## src/rtl/hpdl_pkg.sv

```systemverilog
// Shared definitions for the HPDL character display blocks: the dump FSM
// state encoding, ASCII control codes, the default display length and the
// baud divisor helper.
package hpdl_pkg;

  typedef enum logic [2:0] {
    S_IDLE,
    S_FETCH,
    S_CAPTURE,
    S_START,
    S_DATA,
    S_STOP,
    S_DONE,
    S_TERM
  } dump_state_t;

  localparam logic [7:0] ASCII_CR = 8'h0D;
  localparam logic [7:0] ASCII_LF = 8'h0A;
  localparam logic [7:0] BKSP     = 8'h08;

  localparam int DISPLAY_LENGTH_DEF = 16;

  // Clock cycles per serial bit, rounded to the nearest integer.
  function automatic int baud_div(input int clk_hz, input int baud);
    return (clk_hz + baud / 2) / baud;
  endfunction

endpackage

```

## src/rtl/uart_tx_frame.sv

```systemverilog
// 8N1 frame serialiser: a load strobe captures one byte, then the line
// carries start bit, 8 data bits LSB first and a stop bit, DIV cycles each.
// Bit-end and frame-end strobes let a controller follow frame progress.
module uart_tx_frame
  import hpdl_pkg::*;
#(
  parameter int DIV = baud_div(12000000, 115200)
) (
  input  logic       CLK,
  input  logic       RST_N,
  input  logic       i_load,
  input  logic [7:0] i_byte,
  output logic       o_tx,
  output logic       o_bit_done,
  output logic [3:0] o_bit_idx,
  output logic       o_frame_done
);

  localparam int CW = (DIV > 1) ? $clog2(DIV) : 1;

  logic [CW-1:0] r_div_cnt;
  logic [3:0]    r_bit_idx;
  logic [8:0]    r_shift;
  logic          r_active;
  logic          r_tx;
  logic          w_bit_end;

  assign w_bit_end = r_active && (r_div_cnt == CW'(DIV - 1));

  // Baud and bit counters plus shift register; the stop bit rides in r_shift[8].
  always_ff @(posedge CLK or negedge RST_N) begin
    if (!RST_N) begin
      r_div_cnt <= '0;
      r_bit_idx <= '0;
      r_shift   <= '1;
      r_active  <= 1'b0;
      r_tx      <= 1'b1;
    end else if (i_load) begin
      r_div_cnt <= '0;
      r_bit_idx <= '0;
      r_shift   <= {1'b1, i_byte};
      r_active  <= 1'b1;
      r_tx      <= 1'b0;
    end else if (r_active) begin
      if (w_bit_end) begin
        r_div_cnt <= '0;
        if (r_bit_idx == 4'd9) begin
          r_active  <= 1'b0;
          r_bit_idx <= '0;
        end else begin
          r_bit_idx <= r_bit_idx + 4'd1;
          r_tx      <= r_shift[0];
          r_shift   <= {1'b1, r_shift[8:1]};
        end
      end else begin
        r_div_cnt <= r_div_cnt + 1'b1;
      end
    end
  end

  assign o_tx         = r_tx;
  assign o_bit_done   = w_bit_end;
  assign o_bit_idx    = r_bit_idx;
  assign o_frame_done = w_bit_end && (r_bit_idx == 4'd9);

endmodule

```

## src/rtl/uart_display_dump.sv

```systemverilog
// Reads the HPDL character memory out over the serial line on request.
// Each place costs a one-cycle read (FETCH), a capture cycle and one frame.
// Optional build macro DUMP_CRLF_EN appends CR and LF frames after the last
// character; o_done then follows the LF stop bit.
module uart_display_dump
  import hpdl_pkg::*;
#(
  parameter int CLK_HZ         = 12000000,
  parameter int BAUD           = 115200,
  parameter int DISPLAY_LENGTH = DISPLAY_LENGTH_DEF,
  parameter int ADDR_W         = 4
) (
  input  logic              CLK,
  input  logic              RST_N,
  input  logic              i_dump_req,
  output logic [ADDR_W-1:0] o_rd_addr,
  output logic              o_rd_en,
  input  logic [7:0]        i_rd_data,
  output logic              o_tx,
  output logic              o_busy,
  output logic              o_done
);

  localparam int DIV = baud_div(CLK_HZ, BAUD);
  localparam logic [ADDR_W-1:0] LAST_IDX = ADDR_W'(DISPLAY_LENGTH - 1);

  dump_state_t       r_state;
  dump_state_t       w_state_nxt;
  logic [ADDR_W-1:0] r_idx;
  logic              w_load;
  logic [7:0]        w_load_byte;
  logic              w_bit_done;
  logic [3:0]        w_bit_idx;
  logic              w_frame_done;
`ifdef DUMP_CRLF_EN
  logic [1:0]        r_term_cnt;
  logic              r_term_gap;
`endif

  uart_tx_frame #(
    .DIV(DIV)
  ) u_frame (
    .CLK         (CLK),
    .RST_N       (RST_N),
    .i_load      (w_load),
    .i_byte      (w_load_byte),
    .o_tx        (o_tx),
    .o_bit_done  (w_bit_done),
    .o_bit_idx   (w_bit_idx),
    .o_frame_done(w_frame_done)
  );

  // State register.
  always_ff @(posedge CLK or negedge RST_N) begin
    if (!RST_N) r_state <= S_IDLE;
    else        r_state <= w_state_nxt;
  end

  // Next-state logic and frame load; requests are only honoured in IDLE.
  always_comb begin
    w_state_nxt = r_state;
    w_load      = 1'b0;
    w_load_byte = i_rd_data;
    case (r_state)
      S_IDLE:    if (i_dump_req) w_state_nxt = S_FETCH;
      S_FETCH:   w_state_nxt = S_CAPTURE;
      S_CAPTURE: begin
        w_load      = 1'b1;
        w_state_nxt = S_START;
      end
      S_START:   if (w_bit_done) w_state_nxt = S_DATA;
      S_DATA:    if (w_bit_done && (w_bit_idx == 4'd8)) w_state_nxt = S_STOP;
      S_STOP: begin
        if (w_frame_done) begin
          if (r_idx != LAST_IDX) begin
            w_state_nxt = S_FETCH;
          end else begin
`ifdef DUMP_CRLF_EN
            w_state_nxt = (r_term_cnt == 2'd2) ? S_DONE : S_TERM;
`else
            w_state_nxt = S_DONE;
`endif
          end
        end
      end
`ifdef DUMP_CRLF_EN
      // Two cycles here mirror FETCH+CAPTURE so the inter-frame gap matches.
      S_TERM: begin
        if (r_term_gap) begin
          w_load      = 1'b1;
          w_load_byte = (r_term_cnt == 2'd1) ? ASCII_CR : ASCII_LF;
          w_state_nxt = S_START;
        end
      end
`endif
      S_DONE:    w_state_nxt = S_IDLE;
      default:   w_state_nxt = S_IDLE;
    endcase
  end

  // Character index; it only moves on entry to FETCH, so it doubles as the read address.
  always_ff @(posedge CLK or negedge RST_N) begin
    if (!RST_N) begin
      r_idx <= '0;
    end else if ((r_state == S_IDLE) && i_dump_req) begin
      r_idx <= '0;
    end else if ((r_state == S_STOP) && w_frame_done && (r_idx != LAST_IDX)) begin
      r_idx <= r_idx + 1'b1;
    end
  end

`ifdef DUMP_CRLF_EN
  // Terminator sequencing: count 1 selects CR, count 2 selects LF.
  always_ff @(posedge CLK or negedge RST_N) begin
    if (!RST_N) begin
      r_term_cnt <= 2'd0;
      r_term_gap <= 1'b0;
    end else if ((r_state == S_IDLE) && i_dump_req) begin
      r_term_cnt <= 2'd0;
      r_term_gap <= 1'b0;
    end else if ((r_state == S_STOP) && w_frame_done && (r_idx == LAST_IDX) &&
                 (r_term_cnt != 2'd2)) begin
      r_term_cnt <= r_term_cnt + 2'd1;
      r_term_gap <= 1'b0;
    end else if (r_state == S_TERM) begin
      r_term_gap <= ~r_term_gap;
    end
  end
`endif

  assign o_rd_addr = r_idx;
  assign o_rd_en   = (r_state == S_FETCH);
  assign o_busy    = (r_state != S_IDLE) && (r_state != S_DONE);
  assign o_done    = (r_state == S_DONE);

endmodule
```

## config.mk

```make
export PLATFORM = sky130hd
export DESIGN_NAME = uart_display_dump
export DESIGN_NICKNAME = d
export VERILOG_FILES = /design/src/rtl/hpdl_pkg.sv /design/src/rtl/uart_tx_frame.sv /design/src/rtl/uart_display_dump.sv
export SDC_FILE = /design/constraint.sdc
export NUM_CORES = 1
export LEC_CHECK = 0
export ABC_AREA = 1
export ABC_CLOCK_PERIOD_IN_PS = 1900
export CAP_MARGIN = 10
export CORE_AREA = 4 4 79 81
export CTS_CLUSTER_DIAMETER = 150
export DETAILED_ROUTE_END_ITERATION = 10
export DIE_AREA = 0 0 83 85
export PLACE_DENSITY_LB_ADDON = 0.25
export SYNTH_ARGS = -nofsm -noshare
export SYNTH_HDL_FRONTEND = slang
export SYNTH_HIERARCHICAL = 1
export SYNTH_SLANG_ARGS = --single-unit
```

## constraint.sdc

```tcl
create_clock -name CLK -period 1.9 [get_ports CLK]
set_input_delay 0.57 -clock CLK [delete_from_list [all_inputs] [get_ports CLK]]
set_output_delay 0.57 -clock CLK [all_outputs]
set_load 0.01 [all_outputs]
```

Word level (Yosys, flattened, before mapping):

Index checks and enable logic that the tools add are counted.

* $add $sub $neg: 3
* equal/unequal tests: 16
* mux-type cells: 28
* reductions and logical operators: 15

Operator list (count)
* 9-bit 2-to-1 mux: 4
* 4-bit 2-to-1 mux: 6
* 7-bit 2-to-1 mux: 3
* 3-bit case mux with 6 select lines: 1
* 3-bit 2-to-1 mux: 5
* 3-bit equality test, second input constant: 3
* 1-bit 2-to-1 mux: 9
* 4-bit by 1-bit adder with 4-bit output, second input constant: 2
* 4-bit equality test, second input constant: 2
* 7-bit by 1-bit adder with 7-bit output, second input constant: 1
* 7-bit equality test, second input constant: 1
* 1-bit logical AND: 7
* 3-bit by 2-bit equality test with 1-bit output, second input constant: 2
* 2-bit inequality test, second input constant: 3
* 2-bit nonzero test: 3
* 2-bit by 1-bit inequality test with 1-bit output, second input constant: 2
* 4-bit inequality test, second input constant: 1
* 4-bit AND reduction: 1
* 3-bit by 1-bit equality test with 1-bit output, second input constant: 1
* 3-bit logical NOT: 1
* 3-bit inequality test, second input constant: 1
* 3-bit AND reduction: 1
* 3-bit nonzero test: 1
* 2-bit AND reduction: 1

* register bits after elaboration: 29
* input port bits: 11
* output and inout port bits: 8
* logic and storage cells: 69

Logic depth before layout (Yosys ltp):

* word-level depth: 7
* gate-level depth with buffers: 13
* gate-level depth less buffers: 13

Cells and area by module:

Netlist, hierarchy kept.

Modules (own cells, without submodules)
* uart_tx_frame: instances 1, cells each 152, area an instance 1147.4 µm², seq. area each 536.8 µm²
* uart_display_dump: instances 1, cells each 74, area an instance 479.2 µm², seq. area each 175.2 µm²

Worst setup path after synthesis:

OpenSTA, ideal clock, no wires.

* path kind: register to register
* start point: register u_frame.r_div_cnt[0]
* end point: register r_state[1]
* library setup time: 67 ps
* arrival: 1423 ps
* required time: 1833 ps
* setup slack: 410 ps
* stages on the path, launching flop included: 12
* buffers on the path: 0
* period minus slack after synthesis: 1490 ps
* cell sequence: dfrtp_1 -> ha_1 -> nand2_2 -> nor2_2 -> nand2_1 -> nor2_1 -> nor2_1 -> inv_1 -> nand2_1 -> nor2_1 -> nand2_1 -> nand2_1

* word-level cells in the longest chain between the ends: 5
* elaborated cells on any way between the ends: 8
* classes of those cells: eq/ne: 4; reduce/logical: 4

Ends and longest elaborated chain
* from (decl): RTL line uart_tx_frame.sv:21 `logic [CW-1:0] r_div_cnt;`
* from (signal assigned): RTL line uart_tx_frame.sv:56 `r_div_cnt <= r_div_cnt + 1'b1;`
* 7-bit equality test: RTL line uart_tx_frame.sv:28 `assign w_bit_end = r_active && (r_div_cnt == CW'(DIV - 1));`
* 1-bit logical AND: RTL line uart_tx_frame.sv:28
* 1-bit logical AND: RTL line uart_tx_frame.sv:64 `assign o_frame_done = w_bit_end && (r_bit_idx == 4'd9);`
* named net w_frame_done: RTL line uart_display_dump.sv:34 `logic w_frame_done;`
* 2-bit inequality test (no line)
* 4-bit AND reduction (no line)
* to (signal assigned): RTL line uart_display_dump.sv:56 `else r_state <= w_state_nxt;`
* to (decl): RTL line uart_display_dump.sv:27 `dump_state_t r_state;`

The timed path passes the listed nets, and every way through them passes these cells.
A chain may end at the register's enable or synchronous reset.

Worst setup path after layout:

* start point: register r_idx[0], in the netlist o_rd_addr[0]
* end point: output port o_rd_addr[0]

RTL lines
* from (decl): RTL line uart_display_dump.sv:29 `logic [ADDR_W-1:0] r_idx;`
* from (signal assigned): RTL line uart_display_dump.sv:108 `r_idx <= r_idx + 1'b1;`
* to (decl): RTL line uart_display_dump.sv:16 `output logic [ADDR_W-1:0] o_rd_addr,`

No word-level cell between the ends.

==> load_flow_metrics.sql <==
INSERT INTO impl_metrics (metric_group, metric, value, unit) VALUES
('clock_tree', 'cts.htree.levels', '1', ''),
('timing', 'worst_slew_margin_rel', '0.759', ''),
('detailed_routing', 'routed_wl', '3420', 'um'),
('critical_path', 'worstSetupStartpointType', 'flop', ''),
('detailed_routing', 'viasPerCell', '4.27', ''),
('timing', 'timing_worst_slew_pin_value', '0.362', 'ns'),
('floorplanning', 'number_of_top_level_pins', '19', ''),
('place', 'finalWeightedCongestion', '0.803', ''),
('yosys', 'ys_ff_latch', '28', ''),
('run', 'maxCapViolCount', '0', ''),
('clock_tree', 'clock_insertion_delay_worst_skew', '0.28', 'ns'),
('yosys', 'synthesis.area', '1630', 'um^2'),
('run_status', 'status', 'completed', ''),
('critical_path', 'cp_max_fo', '5', ''),
('floorplanning', 'chipHeight', '85', 'um'),
('critical_path', 'critical-path-top-delay-family', 'buffers and inverters', ''),
('timing', 'max_clock_freq', '546', 'MHz'),
('critical_path', 'timing.critical_path.to_type', 'primary output', ''),
('yosys', 'netlist_top_cells_area', 'sky130_fd_sc_hd__dfrtp_1 (29%), sky130_fd_sc_hd__nand2_1 (20%), sky130_fd_sc_hd__dfstp_2 (15%), sky130_fd_sc_hd__nand3_1 (7.7%), sky130_fd_sc_hd__inv_1 (6.5%)', ''),
('detailed_routing', 'drt-pass1-iter-count', '4', ''),
('clock_tree', 'cts_num_sinks', '28', ''),
('grt', 'grt_max_degree', '29', ''),
('grt', 'grt_pass1_wl', '6070', 'um'),
('cells_and_area', 'flow.area_growth_from_synthesis', '23.5', '%'),
('yosys', 'post_synth_num_cell_types', '22', ''),
('cells_and_area', 'fraction_of_final_layout_cells_with_drive_strength_greater_than_1', '0.164', ''),
('critical_path', 'critical_path.cell_chain', 'clkdlybuf4s50_1', ''),
('floorplanning', 'chipWidth', '83', 'um'),
('critical_path', 'crit_required', '1.33', 'ns'),
('clock_tree', 'cts_inserted_buffers', '3', ''),
('critical_path', 'timing.critical_path.slowest_cell_delay', '0.57', 'ns'),
('clock_tree', 'clockRootBuffer', 'sky130_fd_sc_hd__clkbuf_8', ''),
('clock_tree', 'clk_transition_reported_paths', '0.09', 'ns'),
('yosys', 'syn-mean-instance-area', '7.20', 'um^2'),
('yosys', 'synth_warnings', '6', ''),
('floorplanning', 'core', '5470', 'um^2'),
('cells_and_area', 'num_antenna_cells', '0', ''),
('floorplanning', 'design.die.area', '7060', 'um^2'),
('timing', 'final.min_clock_period', '1.83', 'ns'),
('yosys', 'area_share_of_the_largest_cell_type_after_synthesis', '0.292', ''),
('timing', 'clock-skew-final', '0.00672', 'ns'),
('critical_path', 'worstSetupPathType', 'flop to primary output', ''),
('detailed_routing', 'via_count', '1399', ''),
('critical_path', 'critical_path_buf_inv_count', '1', ''),
('timing', 'hold_violations', '0', ''),
('grt', 'grt_remaining_overflow', '0', ''),
('grt', 'grtUsageTotal', '0.101', ''),
('clock_tree', 'cts_hold_repair.buffers', '0', ''),
('yosys', 'post-synth-top-area-cell', 'sky130_fd_sc_hd__dfrtp_1', ''),
('detailed_routing', 'detailedRoute.firstIterationViolations', '44', ''),
('place', 'portBuffers', '18', ''),
('yosys', 'synth_sequential_area_ratio', '0.438', ''),
('detailed_routing', 'ant_nets', '0', ''),
('timing', 'unrepaired_setup_endpoints_after_global_routing', 'false', ''),
('timing', 'tns', '0', 'ns'),
('yosys', 'syn-num-nets', '241', ''),
('clock_tree', 'tritoncts', 'built', ''),
('clock_tree', 'cts_buffer_depth', '2', ''),
('timing', 'holdWs', '0.469', 'ns'),
('grt', 'grt_antenna_before_repair', '0', ''),
('grt', 'vias_in_the_first_global_route', '1423', ''),
('floorplanning', 'std_cell_rows', '27', ''),
('detailed_routing', 'drc', '0', ''),
('timing', 'min_period_over_period', '0.965', ''),
('yosys', 'synth_cells', '226', ''),
('worst_hold_path', 'hold_path_class', 'flop to flop', ''),
('critical_path', 'slowest_stage', 'sky130_fd_sc_hd__clkdlybuf4s50_1', ''),
('place', 'dp_hpwl', '2440', 'um'),
('detailed_routing', 'routed_wire_length_per_instance', '10.4', 'um'),
('power', 'ir_drop', '0.308', 'mV'),
('cells_and_area', 'nNetsFinal', '272', ''),
('critical_path', 'timing.critical_path.arrival', '1.26', 'ns'),
('timing', 'final-max-slew-violation-count', '0', ''),
('power', 'leakage', '1.05', 'nW'),
('timing', 'setup-violations-final', '0', ''),
('floorplanning', 'initial_utilization', '0.297', ''),
('power', 'powerDensity', '501', 'nW/um^2');
## layout by cell type (no fill, tap or decap)
cell type,Yosys,layout
sky130_fd_sc_hd__a21boi_0,1,1
sky130_fd_sc_hd__inv_2,3,4
sky130_fd_sc_hd__buf_4,0,12
sky130_fd_sc_hd__dlygate4sd2_1,0,3
sky130_fd_sc_hd__dfrtp_2,0,1
sky130_fd_sc_hd__inv_1,28,27
sky130_fd_sc_hd__o21bai_1,1,1
sky130_fd_sc_hd__xnor2_1,2,2
sky130_fd_sc_hd__o21ai_1,0,1
sky130_fd_sc_hd__nand4_1,3,3
sky130_fd_sc_hd__nor2_2,1,2
sky130_fd_sc_hd__dfrtp_1,19,18
sky130_fd_sc_hd__clkbuf_2,0,1
sky130_fd_sc_hd__nor2_1,22,21
sky130_fd_sc_hd__a21oi_1,2,2
sky130_fd_sc_hd__nor2_8,1,1
sky130_fd_sc_hd__nand2_1,86,85
sky130_fd_sc_hd__ha_2,0,1
sky130_fd_sc_hd__clkdlybuf4s50_1,0,14
sky130_fd_sc_hd__ha_1,4,3
sky130_fd_sc_hd__clkbuf_8,0,4
sky130_fd_sc_hd__dfstp_2,9,9
sky130_fd_sc_hd__nand3_2,2,2
sky130_fd_sc_hd__nand3_1,25,25
sky130_fd_sc_hd__xor2_1,2,2
sky130_fd_sc_hd__o21ai_0,7,6
sky130_fd_sc_hd__or2_2,1,1
sky130_fd_sc_hd__nand2_2,3,4
## cells in the mapped netlist
cell and instances:
sky130_fd_sc_hd__nand3_1 25, sky130_fd_sc_hd__nand2_1 86, sky130_fd_sc_hd__dfstp_2 9, sky130_fd_sc_hd__nor2_8 1, sky130_fd_sc_hd__or2_2 1, sky130_fd_sc_hd__nand4_1 3
sky130_fd_sc_hd__nand2_2 3, sky130_fd_sc_hd__inv_2 3, sky130_fd_sc_hd__inv_1 28, sky130_fd_sc_hd__o21ai_0 7, sky130_fd_sc_hd__buf_2 2, sky130_fd_sc_hd__dfrtp_1 19
sky130_fd_sc_hd__ha_1 4, sky130_fd_sc_hd__nor2_2 1, sky130_fd_sc_hd__a21boi_0 1, sky130_fd_sc_hd__nor2_1 22, sky130_fd_sc_hd__xor2_1 2, sky130_fd_sc_hd__xnor2_1 2
sky130_fd_sc_hd__nand3_2 2, sky130_fd_sc_hd__buf_6 2, sky130_fd_sc_hd__o21bai_1 1, sky130_fd_sc_hd__a21oi_1 2
## state kept, by name, summed over array words and instances (netlist names)
name,count
u_frame/r_active,1
o_rd_addr,4
u_frame/r_shift,8
u_frame/r_div_cnt,7
r_state,3
u_frame/o_bit_idx,4
u_frame/o_tx,1
## layout make-up
class / instances / area [um^2]
clock buffers: 4 / 55.1
fillers: 585 / 3460
inverters: 31 / 116
multi-input cells: 163 / 773
flip-flops and latches: 28 / 713
well taps: 72 / 90.1
repair buffers: 30 / 262
## logic make-up (layout without fill, tap and decap cells)
logic type,Yosys count,in the layout,share of synthesized area
AO/OA/AOI/OAI,11,11,0.0369
XOR/XNOR,4,4,0.0215
adder cells (fa/ha/maj),4,4,0.0308
buffers and inverters,35,65,0.0915
flip-flops,28,28,0.438
AND/OR/NAND/NOR,144,144,0.382
## where the power goes
| group | leakage [nW] | internal [mW] | switching (mW) |
|---|---|---|---|
| registers | 0.343 | 0.597 | 0 |
| clock network | 0.0288 | 0.186 | 0.191 |
| logic | 0.677 | 0.0191 | 0.0143 |
## per-stage QoR
stage | util | cell area (um^2) | total power, mW | setup WS (ns) | instances
2_1_floorplan | - | 1630 | 0.608 | 0.410 | 226
3_3_place_gp | 0.350 | 1920 | 0.642 | 0.0651 | 319
3_5_place_dp | 0.350 | 1920 | 0.643 | 0.0596 | 319
4_1_cts | 0.364 | 1990 | 1.03 | 0.0191 | 326
5_1_grt | 0.367 | 2010 | 1.04 | 0.00321 | 328
6_report | 0.367 | 2010 | 1.01 | 0.0669 | 328
## worst register-to-register path: stages, from the launching register on
cell and delay, ns:
sky130_fd_sc_hd__dfrtp_1 0.39, sky130_fd_sc_hd__ha_2 0.21, sky130_fd_sc_hd__nand2_2 0.07, sky130_fd_sc_hd__nor2_2 0.16, sky130_fd_sc_hd__nand2_2 0.12, sky130_fd_sc_hd__inv_1 0.09, sky130_fd_sc_hd__inv_1 0.05, sky130_fd_sc_hd__nand4_1 0.13
sky130_fd_sc_hd__o21ai_1 0.12, sky130_fd_sc_hd__nor2_1 0.13, sky130_fd_sc_hd__nand2_1 0.06, sky130_fd_sc_hd__nand2_1 0.05
## metal layers
metal  up-vias  routed length, um  share of wire  global-route usage
met5         -                  0              0                   0
met4         0                 11         0.0032              0.0134
met3         2                136          0.040              0.0282
met2        20               1550           0.45               0.176
met1       625               1720           0.50               0.128
li1        752                  -              -                   -
## worst paths after layout
check / start / endpoint / slack, ns / depth (start not counted)
max: o_rd_addr[0] / o_rd_addr[0] / 0.07 / 1
min: u_frame/r_shift[0] / u_frame/o_tx / 0.47 / 2
max reg2reg: u_frame/r_div_cnt[1] / r_state[1] / 0.25 / 11
min reg2reg: u_frame/r_shift[0] / u_frame/o_tx / 0.47 / 2
max in group asynchronous: RST_N / u_frame/r_shift[3] / 0.91 / 2
min in group asynchronous: RST_N / u_frame/r_div_cnt[4] / 0.67 / 2
## repair_timing
item | 4_1_cts | 5_1_grt
resized for setup | 4 | 8
pin swaps | 0 | 1
endpoints found under the setup margin | 4 | 7
hold endpoints to repair | 0 | 0
setup buffers | 3 | 2
Note: power is estimated with default switching activity, not from simulation.
